### config.mk
export PLATFORM = sky130hd
export DESIGN_NAME = sseg_time_mux
export DESIGN_NICKNAME = d
export VERILOG_FILES = /design/src/rtl/sseg_time_mux.sv
export SDC_FILE = /design/constraint.sdc
export NUM_CORES = 1
export LEC_CHECK = 0
export BUFFER_PORTS_ARGS = -buffer_cell sky130_fd_sc_hd__buf_2
export CAP_MARGIN = 20
export CORE_UTILIZATION = 55
export DETAILED_ROUTE_END_ITERATION = 10
export PLACE_DENSITY_LB_ADDON = 0.1
export SLEW_MARGIN = 15
export SYNTH_ARGS = -nofsm -noshare
export SYNTH_HDL_FRONTEND = slang
export SYNTH_SLANG_ARGS = --single-unit
### constraint.sdc
create_clock -name clk -period 3.8 [get_ports clk]
set_input_delay 0 -clock clk [delete_from_list [all_inputs] [get_ports clk]]
set_output_delay 0 -clock clk [all_outputs]
set_load 0.01 [all_outputs]
### src/rtl/sseg_time_mux.sv
// Two-digit multiplexed seven-segment driver for the 0-59 stopwatch.
// Captures {units,tens} once per frame, supports lap hold, blanks the leading zero and shows "E" for bad codes.
module sseg_time_mux #(
  parameter int unsigned REFRESH_DIV     = 50000,
  parameter int unsigned BLANK_CYC       = 16,
  parameter bit          SEG_ACTIVE_LOW  = 1'b1,
  parameter bit          DIG_ACTIVE_LOW  = 1'b1,
  parameter bit          BLANK_LEAD_ZERO = 1'b1
) (
  input  logic       clk,
  input  logic       reset,
  input  logic       en,
  input  logic [3:0] units,
  input  logic [2:0] tens,
  input  logic       hold,
  output logic [6:0] seg,
  output logic       dp,
  output logic [1:0] an,
  output logic       frame_done
);

  localparam int unsigned   CW        = $clog2(REFRESH_DIV);
  localparam logic [CW-1:0] CNT_LAST  = CW'(REFRESH_DIV - 1);
  localparam logic [CW-1:0] BLANK_END = CW'(BLANK_CYC);
  // XOR masks turn an active-high "lit" pattern into the pin polarity
  localparam logic [6:0]    SEG_XOR   = SEG_ACTIVE_LOW ? 7'h7F : 7'h00;
  localparam logic          DP_XOR    = SEG_ACTIVE_LOW;
  localparam logic [1:0]    AN_XOR    = DIG_ACTIVE_LOW ? 2'b11 : 2'b00;
  localparam logic [6:0]    PAT_E     = 7'h79;

  logic [CW-1:0] cnt_r;
  logic          slot_r;
  logic [3:0]    shadow_u_r;
  logic [2:0]    shadow_t_r;
  logic [6:0]    seg_s;
  logic [1:0]    an_s;
  logic          dp_s;
  logic [6:0]    units_pat_s;
  logic [6:0]    tens_pat_s;

  function automatic logic [6:0] seg_pattern(input logic [3:0] d);
    case (d)
      4'd0:    seg_pattern = 7'h3F;
      4'd1:    seg_pattern = 7'h06;
      4'd2:    seg_pattern = 7'h5B;
      4'd3:    seg_pattern = 7'h4F;
      4'd4:    seg_pattern = 7'h66;
      4'd5:    seg_pattern = 7'h6D;
      4'd6:    seg_pattern = 7'h7D;
      4'd7:    seg_pattern = 7'h07;
      4'd8:    seg_pattern = 7'h7F;
      4'd9:    seg_pattern = 7'h6F;
      default: seg_pattern = PAT_E;
    endcase
  endfunction

  function automatic logic [6:0] tens_pattern(input logic [2:0] t);
    if (BLANK_LEAD_ZERO && (t == 3'd0)) begin
      tens_pattern = 7'h00;
    end else if (t > 3'd5) begin
      tens_pattern = PAT_E;
    end else begin
      tens_pattern = seg_pattern({1'b0, t});
    end
  endfunction

  // Slot timing, frame-end pulse and once-per-frame capture of the digits
  always_ff @(posedge clk) begin
    if (reset) begin
      cnt_r      <= '0;
      slot_r     <= 1'b0;
      shadow_u_r <= 4'd0;
      shadow_t_r <= 3'd0;
      frame_done <= 1'b0;
    end else if (!en) begin
      cnt_r      <= '0;
      slot_r     <= 1'b0;
      frame_done <= 1'b0;
    end else if (cnt_r == CNT_LAST) begin
      cnt_r      <= '0;
      slot_r     <= ~slot_r;
      frame_done <= slot_r;
      if (slot_r && !hold) begin
        shadow_u_r <= units;
        shadow_t_r <= tens;
      end
    end else begin
      cnt_r      <= cnt_r + CW'(1);
      frame_done <= 1'b0;
    end
  end

  // Next display outputs; segments are also dark during the anti-ghost blank
  always_comb begin
    units_pat_s = seg_pattern(shadow_u_r);
    tens_pat_s  = tens_pattern(shadow_t_r);
    seg_s       = SEG_XOR;
    an_s        = AN_XOR;
    dp_s        = DP_XOR;
    if (en && (cnt_r >= BLANK_END)) begin
      if (!slot_r) begin
        an_s  = 2'b01 ^ AN_XOR;
        seg_s = units_pat_s ^ SEG_XOR;
        dp_s  = hold ^ DP_XOR;
      end else begin
        an_s  = 2'b10 ^ AN_XOR;
        seg_s = tens_pat_s ^ SEG_XOR;
        dp_s  = DP_XOR;
      end
    end else begin
      seg_s = SEG_XOR;
      an_s  = AN_XOR;
      dp_s  = DP_XOR;
    end
  end

  // Output registers
  always_ff @(posedge clk) begin
    if (reset) begin
      seg <= SEG_XOR;
      an  <= AN_XOR;
      dp  <= DP_XOR;
    end else begin
      seg <= seg_s;
      an  <= an_s;
      dp  <= dp_s;
    end
  end

endmodule
# After elaboration in Yosys (flattened, before gate mapping)
# Memory sizes are Yosys's and may differ from the RTL's. A register that Yosys moved wholly into a read port is not among the register bits.
# Cells that the tools add are included.
[classes]
add_sub_neg = 1
n_mul = 0
div = 0
magnitude_cmp = 2
n_eq_ne = 1
n_shift = 0
n_mux = 8
bitwise_logic = 7
reduce_logical = 10
[ops]
columns = ["cell", "count"]
rows = [
  ["7-bit two-way mux", 3],
  ["16-bit by 1-bit adder with 16-bit output (second input constant)", 1],
  ["16-bit == test (second input constant)", 1],
  ["16-bit by 5-bit >= comparator with 1-bit output (second input constant)", 1],
  ["7-bit inverter", 2],
  ["3-bit OR reduction", 3],
  ["4-bit two-way mux", 2],
  ["3-bit two-way mux", 2],
  ["1-bit inverter", 5],
  ["2-bit OR reduction", 2],
  ["3-bit > comparator (second input constant)", 1],
  ["3-bit zero test", 1],
  ["3-bit AND reduction", 1],
  ["1-bit logical AND", 2],
  ["2-bit two-way mux", 1],
  ["1-bit zero test", 1],
]
[word_totals]
regBits = 35
latch_bits = 0
ram_bits = 0
mem_bits_ro = 168
input_bits = 11
output_inout_bits = 11
elab_cells = 39
mem_count = 2
[memory_table]
columns = ["memory", "words", "word_bits", "rd", "rd_clocked_by_memory_dff", "write_ports", "line", "text"]
rows = [
  ["(no name shown)", 16, 7, 1, 1, 0, "42", "case (d)"],
  ["(no name shown)", 8, 7, 1, 1, 0, "42", ""],
]

# Logic depth before layout (Yosys ltp)
# Gate-level depths: netlist of run 1.
[depth]
depth_word = 5
depth_mapped = 10
ltp_nobuf = 10

# Worst setup path after synthesis of run 1
# No wires, ideal clock.
[synth_path]
kind = "register to register"
start = "register cnt_r[11]"
end = "register units_pat_s[3] (netlist name)"
t_arrival_ns = 2.555
t_required_ns = 3.726
slack_ns = 1.171
path_stages_with_launch = 9
path_buffers = 0
cell_sequence = "dfxtp_1 or4_4 nor4_4 nand3_1 a21oi_2 inv_1 ha_1 mux2_1 o21ai_0"
[synth_via]
elab_chain_cells = 4
[synth_lines]
columns = ["element", "line", "text"]
rows = [
  ["start, declared", "31", "logic [CW-1:0] cnt_r;"],
  ["start signal, assigned", "88", "cnt_r <= cnt_r + CW'(1);"],
  ["16-bit == test", "79", "end else if (cnt_r == CNT_LAST) begin"],
  ["3-bit AND reduction (no source line)", "--", ""],
  ["4-bit two-way mux (no source line) (2 in a row)", "--", ""],
]
# Every way passes these cells.
# A chain may end at the register's enable or synchronous reset.

# Worst setup path after layout of run 1
[layout_path]
start = "register cnt_r[0]"
end = "register units_pat_s[3] (netlist name)"
[layout_via]
elab_chain_cells = 4
[layout_lines]
columns = ["element", "line"]
rows = [
  ["16-bit == test", "79"],
  ["3-bit AND reduction (no source line)", "--"],
  ["4-bit two-way mux (no source line) (2 in a row)", "--"],
]
# Every way passes these cells.

==> flow_metrics.tcl, run 1 <==
set metrics [dict create \
    yosys.area.top_type "dfxtp_1" \
    synth_area_um2 2140 \
    postCtsResizedCells 0 \
    syn_nets 248 \
    min-delay-start "units[1]" \
    cts_buffers 5 \
    rr_startpoint "cnt_r[0]" \
    drt_pass1_iterations 4 \
    cts.clk_slew.worst_paths_ns 0.08 \
    rsz0062_at_grt "no" \
    die_y_um 64.4 \
    wl_per_cell_um 13.3 \
    min_to "shadow_u_r[1]" \
    fin_setup_tns_ns 0 \
    drt_iter0_markers 68 \
    finClkSkew_ns 0.00761 \
    finalMaxSlewViolations 0 \
    dieArea_um2 4150 \
    rrSetupSlack_ns 0.89 \
    hpwlAfterDp_um 2870 \
    ios 22 \
    grt_start_max_net_pins 18 \
    synth_top_cell_area_share_pct 45.8 \
    min_path_type "in2reg" \
    end_kind "register" \
    critical_path_arrival_ns 3.14 \
    ff2ff_path_depth 9 \
    status "finished, final reports clean" \
    grt_remaining_overflow 0 \
    grt_use_total_pct 22.1 \
    worstMarginPinSlew_ns 1.04 \
    routed_via_density 5.27 \
    cpLargestDelayFamily "simple AND/OR/NAND/NOR gates" \
    worst_ep_required_time_ns 4.03 \
    drcViolationCount 0 \
    final_nets 275 \
    numClockSinks 49 \
    hold-path-cell-count 3 \
    critPathMaxStageDelay_ns 0.52 \
    grt_pass1_vias 1433 \
    vias 1580 \
    grt_antenna_before_repair 0 \
    ant_nets 0 \
    hold_viol 0 \
    postCtsSetupBuffers 0 \
    clock_latency_ns 0.29 \
    setup_viol 0 \
    synthTopCellsByArea "dfxtp_1 (46%), ha_1 (7.6%), nor2_1 (6.7%)" \
    crit_path_frequent_cell "ha_1" \
    rows 22 \
    layout-drive-gt1-share_pct 16.3 \
    synth_cell_types 47 \
    routed_wl_um 3980 \
    crit_type "reg2reg" \
    htreeDepth 2 \
    irDropWorstVdd_uv 232 \
    final_util_pct 64.9 \
    core_area_um2 3690 \
    fin_crit_ns 2.91 \
    root_buffer "clkbuf_8" \
    worst_path_max_delay_cell "nor4_4" \
    maxCapViolCount 0 \
    fmaxAchievable_mhz 344 \
    power_density_nw_per_um2 343 \
    fp.dieW_um 64.4 \
    avgSynthCellArea_um2 9.56 \
    ys_ff_latch 49 \
    path_cells "ha_1 -> nand4_1 -> nor4_4 -> nand3_1 -> a21oi_2 -> inv_1 -> ha_1 -> mux2_1 -> o21ai_0" \
    yosys_warnings 0 \
    r2r_end "units_pat_s[3]" \
    grt_pass1_wl_um 6850 \
    area_delta_synth_final_pct 11.8 \
    start_kind "register" \
    ctsLongestPathBuffers 2 \
    post-route-period-util_pct 76.5 \
    cts_tree "done" \
    leakage_nw 0.956 \
    initial_core_util_pct 58.1 \
    maxSlewHeadroom_pct 30.0 \
    yosysSeqAreaShare_pct 45.8 \
    insertedDiodeCount 0 \
    cp_max_fo 7 \
    gp_congestion 0.873 \
    port_buffers 21 \
    syn_inst 224 \
    critical_path_buf_inv_count 1 \
]
## stage by stage
step	total power, mW	std cells	worst slack (ns)	hold WS, ns	cell area, um^2
finish	0.822	300	0.891	0.0288	2390
global route	0.861	300	0.637	0.0399	2390
CTS	0.830	300	0.905	0.0145	2390
detailed placement	0.545	288	0.929	0.218	2270
global placement	0.545	288	1.02	0.209	2270
floorplan	0.536	224	1.17	0.0619	2140
## worst register-to-register path: cells and delay by family, from the launching register on
kind / cells / cell delay (ns)
AND/OR/NAND/NOR: 3 / 0.93
adder cells (fa/ha/maj): 2 / 0.65
flip-flops: 1 / 0.48
AO/OA/AOI/OAI: 2 / 0.39
multiplexers: 1 / 0.27
buffers and inverters: 1 / 0.13
## cells by family after synthesis
logic type | Yosys count | share of synthesized area (%)
AND/OR/NAND/NOR | 93 | 23.1
buffers and inverters | 16 | 3.56
flip-flops | 49 | 45.8
AO/OA/AOI/OAI | 30 | 9.05
multiplexers | 9 | 5.20
XOR/XNOR | 14 | 5.72
adder cells (fa/ha/maj) | 13 | 7.59
## layout make-up
type                    instances  area (um^2)
fillers                       321         1290
repair buffers                 25          145
clock buffers                   6         72.6
well taps                      48         60.1
inverters                      11         41.3
clock inverters                 2         10.0
multi-input cells             159         1080
flip-flops and latches         49          981
## cell usage after synthesis (all sizes together)
library cell and count:
or2 1, o32a 1, or3 4, nor4 2, a21oi 14, and4 2, inv 11, or4 3
ha 13, nor2b 3, a21o 2, clkbuf 1, nand2b 3, o31ai 2, a32oi 1, o22ai 1
xor2 9, mux2 4, and3b 1, a22oi 2, and3 4, buf 4, xnor2 5, nand2 14
nand3 10, nand4 5, o21ai 6, nor3 1, nor2 38, a211o 1, and2 2, dfxtp 49
mux2i 5
## repair_timing
| action | 4_1_cts | 5_1_grt |
|---|---|---|
| setup endpoints to repair | 0 | 0 |
| hold buffers | 4 | 0 |
| hold endpoints to repair | 4 | 0 |
## worst max-delay path by stage
stage / to / from / slack (ns) / depth (start not counted)
after floorplan: units_pat_s[3] / cnt_r[11] / 1.17 / 8
after global placement: units_pat_s[3] / cnt_r[11] / 1.02 / 8
after detailed placement: units_pat_s[3] / cnt_r[0] / 0.93 / 9
after CTS: units_pat_s[3] / cnt_r[0] / 0.91 / 9
after global routing: units_pat_s[3] / cnt_r[0] / 0.64 / 9
final: units_pat_s[3] / cnt_r[0] / 0.89 / 9
## metal layers
metal	routed length (um)	up-vias	global-route usage [%]
li1	-	815	-
met1	2180	717	32.6
met2	1590	44	30.5
met3	172	4	6.43
met4	34	0	6.67
met5	0	-	0
## cells in the final DEF (no fill, tap or decap), types with 4 or more instances in the layout
| cell | synthesis | routed |
|---|---|---|
| xnor2_1 | 5 | 5 |
| inv_1 | 11 | 11 |
| mux2i_1 | 4 | 4 |
| nor2_1 | 38 | 38 |
| a21oi_1 | 12 | 12 |
| clkbuf_8 | 0 | 5 |
| o21ai_0 | 4 | 4 |
| xor2_1 | 9 | 9 |
| dlygate4sd3_1 | 0 | 4 |
| dfxtp_1 | 49 | 49 |
| nand3_1 | 9 | 9 |
| nand4_1 | 5 | 5 |
| buf_2 | 1 | 21 |
| nand2_1 | 13 | 13 |
| ha_1 | 13 | 13 |
## power by group
group | switching [mW] | internal [mW] | total, mW
clock network | 0.159 | 0.128 | 0.286
logic | 0.0111 | 0.00862 | 0.0198
registers | 0.00199 | 0.514 | 0.516
total | 0.172 | 0.650 | 0.822
No activity file was read; power rests on OpenSTA's default activity.
==> run 2, diff against run 1 <==
Clock period 3.8 ns to 2.8 ns, I/O delays scaled along.
==> flow_metrics.tcl, run 2 (synthesis results as in run 1) <==
set metrics [dict create \
    maxSlewHeadroom_pct 37.4 \
    leakage_nw 1.01 \
    irDropWorstVdd_uv 291 \
    status "finished, final reports clean" \
    netSwitchingPower_mw 0.242 \
    drt_pass1_iterations 4 \
    port_buffers 21 \
    final_util_pct 67.5 \
    ant_nets 0 \
    min_path_type "in2reg" \
    grt_use_total_pct 22.0 \
    finalMaxSlewViolations 0 \
    setup_viol 0 \
    wl_per_cell_um 13.1 \
    grt_start_max_net_pins 18 \
    pwr-share-clk_pct 44.2 \
    end_kind "register" \
    maxCapViolCount 0 \
    die_y_um 64.4 \
    grt_remaining_overflow 0 \
    hpwlAfterDp_um 2990 \
    initial_core_util_pct 58.1 \
    final_nets 281 \
    crit_type "reg2reg" \
    rows 22 \
    clock_latency_ns 0.30 \
    insertedDiodeCount 0 \
    area_delta_synth_final_pct 16.3 \
    fin_setup_tns_ns 0 \
    grt_pass1_wl_um 6870 \
    routed_wl_um 3990 \
    fmaxAchievable_mhz 375 \
    post-route-period-util_pct 95.2 \
    numClockSinks 49 \
    rrSetupSlack_ns 0.13 \
    root_buffer "clkbuf_8" \
    start_kind "register" \
    core_area_um2 3690 \
    cts_buffers 5 \
    drcViolationCount 0 \
    routed_via_density 5.13 \
    ctsLongestPathBuffers 2 \
    p_seq_share_pct 53.4 \
    final_cell_mix "dfxtp_1 (49), nor2_1 (37), buf_2 (21)" \
    drt_iter0_markers 79 \
    worstMarginPinSlew_ns 0.932 \
    gp_congestion 0.874 \
    worst_ep_required_time_ns 3.03 \
    cts.clk_slew.worst_paths_ns 0.09 \
    finClkSkew_ns 0.00479 \
    layout-drive-gt1-share_pct 19.4 \
    grt_antenna_before_repair 0 \
    hold_viol 0 \
    dieArea_um2 4150 \
    vias 1571 \
    rsz0062_at_grt "no" \
    power_density_nw_per_um2 525 \
    critical_path_arrival_ns 2.90 \
    fp.dieW_um 64.4 \
    fin_crit_ns 2.67 \
    p_int_mw 1.06 \
    grt_pass1_vias 1415 \
    ios 22 \
    cp_max_fo 6 \
    final_common_cell "dfxtp_1" \
    switching_share_pct 18.6 \
    htreeDepth 2 \
    combPwrFrac_pct 2.3 \
    fill_cells 301 \
    cts_tree "done" \
]
==> run 2: cell count changes in the layout (fill, tap and decap cells not counted) <==
cell and delta:
dlygate4sd3_1 -1, nor2_2 +1, buf_4 +7, bufinv_16 +2, nor2_1 -1, clkinv_2 -1, clkbuf_1 -1
==> run 2: cell type report <==
class	count	area, um^2	share of cell area, %
multi-input cells	159	1090	43.6
flip-flops and latches	49	981	39.4
repair buffers	31	188	7.53
clock buffers	5	68.8	2.76
clock inverters	3	65.1	2.61
well taps	48	60.1	2.41
inverters	11	41.3	1.66
==> run 2: what timing repair did <==
action / 4_1_cts / 5_1_grt
hold buffers: 3 / 0
hold endpoints to repair: 3 / 0
setup endpoints to repair: 0 / 2
buffers inserted: 0 / 1
resized for setup: 0 / 1
==> run 2: final timing paths <==
kind / depth (start not counted) / start / endpoint
max reg2reg: 8 / cnt_r[11] / units_pat_s[3]
min reg2reg: 1 / units_pat_s[4] / seg[4]
min: 3 / units[0] / shadow_u_r[0]
max: 8 / cnt_r[11] / units_pat_s[3]
==> run 2: critical path: stages, from the launching register on <==
cell and delay (ns):
dfxtp_1 0.36, or4_4 0.56, or4_4 0.60, o21ai_0 0.29, a21oi_2 0.10, inv_1 0.11
ha_1 0.24, mux2_1 0.28, o21ai_0 0.06
==> run 2: power groups by stage <==
stage	Sequential [mW]	Combinational (mW)	Clock, mW
after CTS	0.698	0.0303	0.593
after detailed placement	0.715	0.0272	0
after global routing	0.699	0.0333	0.627
after floorplan	0.716	0.0123	0
after global placement	0.715	0.0276	0
final	0.698	0.0306	0.578
==> run 2: stage by stage <==
step | instance area, um^2 | hold WS [ns] | setup slack [ns] | std cells | total power, mW
after floorplan | 2140 | 0.0619 | 0.171 | 224 | 0.728
after global placement | 2320 | 0.209 | 0.186 | 294 | 0.742
after detailed placement | 2320 | 0.216 | 0.149 | 294 | 0.742
after CTS | 2480 | 0.00984 | 0.129 | 305 | 1.32
after global routing | 2490 | 0.0158 | 0.0198 | 306 | 1.36
final | 2490 | 0.0237 | 0.135 | 306 | 1.31
==> run 2: metal layers <==
metal	part of all wire [%]	global-route usage (%)	vias up
met5	0	0	-
met4	0.95	5.83	0
met3	5.6	5.36	4
met2	37	28.4	42
met1	56	35.2	700
li1	-	-	825
==> run 3, diff against run 2 <==
==> constraint.sdc (replaced) <==
create_clock -name clk -period 2.8 [get_ports clk]
set_input_delay 0.56 -clock clk [delete_from_list [all_inputs] [get_ports clk]]
set_output_delay 0.56 -clock clk [all_outputs]
set_load 0.01 [all_outputs]
==> flow_metrics.tcl, run 3 (synthesis results as in run 1) <==
set metrics [dict create \
    status "finished, final reports clean" \
    fin_crit_ns 2.63 \
    min_path_type "reg2reg" \
    drt_iter0_markers 116 \
    vias 1527 \
    cts.clk_slew.worst_paths_ns 0.08 \
    dpl_cell_area_um2 2310 \
    finalMaxSlewViolations 0 \
    grt_use_total_pct 21.3 \
    routed_via_density 5.07 \
    min-delay-start "units_pat_s[6]" \
    drt_pass1_iterations 4 \
    dieArea_um2 4150 \
    post-route-period-util_pct 94.0 \
    maxSlewHeadroom_pct 33.5 \
    cpLargestDelayFamily "simple AND/OR/NAND/NOR gates" \
    area_delta_synth_final_pct 12.7 \
    design_area_um2 2410 \
    die_y_um 64.4 \
    grt_pass1_wl_um 6640 \
    ant_nets 0 \
    fmaxAchievable_mhz 380 \
    port_buffers 21 \
    final_cell_mix "dfxtp_1 (49), nor2_1 (37), buf_2 (21)" \
    grt_start_max_net_pins 18 \
    ios 22 \
    final_nets 276 \
    leakage_nw 0.975 \
    gp_congestion 0.911 \
    grt_pass1_vias 1366 \
    clock_latency_ns 0.29 \
    cp_max_fo 6 \
    grt_antenna_before_repair 0 \
    core_area_um2 3690 \
    worstMarginPinSlew_ns 0.990 \
    path_cells "or4_4 -> or4_4 -> o21ai_0 -> a21oi_2 -> inv_1 -> ha_1 -> mux2_1 -> o21ai_0" \
    end_kind "register" \
    drcViolationCount 0 \
    cts_tree "done" \
    maxCapViolCount 0 \
    irDropWorstVdd_uv 288 \
    routed_wl_um 3980 \
    final_util_pct 65.4 \
    ctsLongestPathBuffers 2 \
    power_density_nw_per_um2 482 \
    rrSetupSlack_ns 0.17 \
    cp-startpoint "cnt_r[11]" \
    start_kind "register" \
    rows 22 \
    worst_ep_required_time_ns 3.03 \
    fin_setup_tns_ns 0 \
    initial_core_util_pct 58.1 \
    critical_path_buf_inv_count 1 \
    fill_cells 320 \
    whs_ns 0.405 \
    setup_viol 0 \
    insertedDiodeCount 0 \
    fp.dieW_um 64.4 \
    rsz0062_at_grt "no" \
    hpwlAfterDp_um 3050 \
    wl_per_cell_um 13.2 \
    final_common_cell "dfxtp_1" \
    finClkSkew_ns 0.00169 \
    hold_viol 0 \
    ctsHoldBuffers 0 \
    cts_buffers 5 \
    crit_type "reg2reg" \
    htreeDepth 2 \
    critPathMaxStageDelay_ns 0.60 \
    critical_path_arrival_ns 2.86 \
    root_buffer "clkbuf_8" \
    layout-drive-gt1-share_pct 19.0 \
    worst_path_max_delay_cell "or4_4" \
    numClockSinks 49 \
    grt_remaining_overflow 0 \
    rr_startpoint "cnt_r[11]" \
]
[run 3: changes by cell type in the layout (fill, tap and decap cells not counted), sizes merged]
cell / before / now
buf: 28 / 26
bufinv: 2 / 0
clkbuf: 5 / 7
dlygate4sd3: 3 / 0
[run 3: final timing paths]
| kind | end | cells after the start |
|---|---|---|
| hold reg to reg | seg[6] | 1 |
| setup reg to reg | units_pat_s[3] | 8 |
| setup / recovery | units_pat_s[3] | 8 |
| hold / removal | seg[6] | 1 |
[run 3: area by class of cell]
| type | count | area (um^2) | area share, % |
|---|---|---|---|
| tap | 48 | 60.1 | 2.49 |
| sequential | 49 | 981 | 40.6 |
| timing repair buffer | 26 | 143 | 5.91 |
| inverter | 11 | 41.3 | 1.71 |
| clock buffer | 7 | 96.3 | 3.99 |
| multi-input combinational | 159 | 1090 | 45.0 |
| clock inverter | 1 | 5.00 | 0.207 |
[run 3: timing repair]
action,4_1_cts,5_1_grt
buffers inserted,0,0
resized for setup,0,1
endpoints found under the hold margin,0,0
setup endpoints to repair,0,1
[run 3: through the flow]
stage,instances,power [mW],setup slack (ns)
after floorplan,224,0.728,0.171
after global placement,293,0.743,0.199
after detailed placement,293,0.743,0.176
after CTS,301,1.17,0.161
after global routing,301,1.21,0.0191
final,301,1.16,0.168
[run 3: report_power, final]
group          total [mW]  internal [mW]  switching [mW]
sequential          0.698          0.697         0.00108
clock               0.438          0.223           0.215
combinational      0.0280        0.00985          0.0182
[run 3: metal layers]
metal / part of all wire (%) / track usage (%) / up-vias
met3: 6.9 / 4.82 / 4
met1: 55 / 34.2 / 664
li1: - / - / 814
met2: 37 / 27.4 / 45
met5: 0 / 0 / -
met4: 0.78 / 6.11 / 0
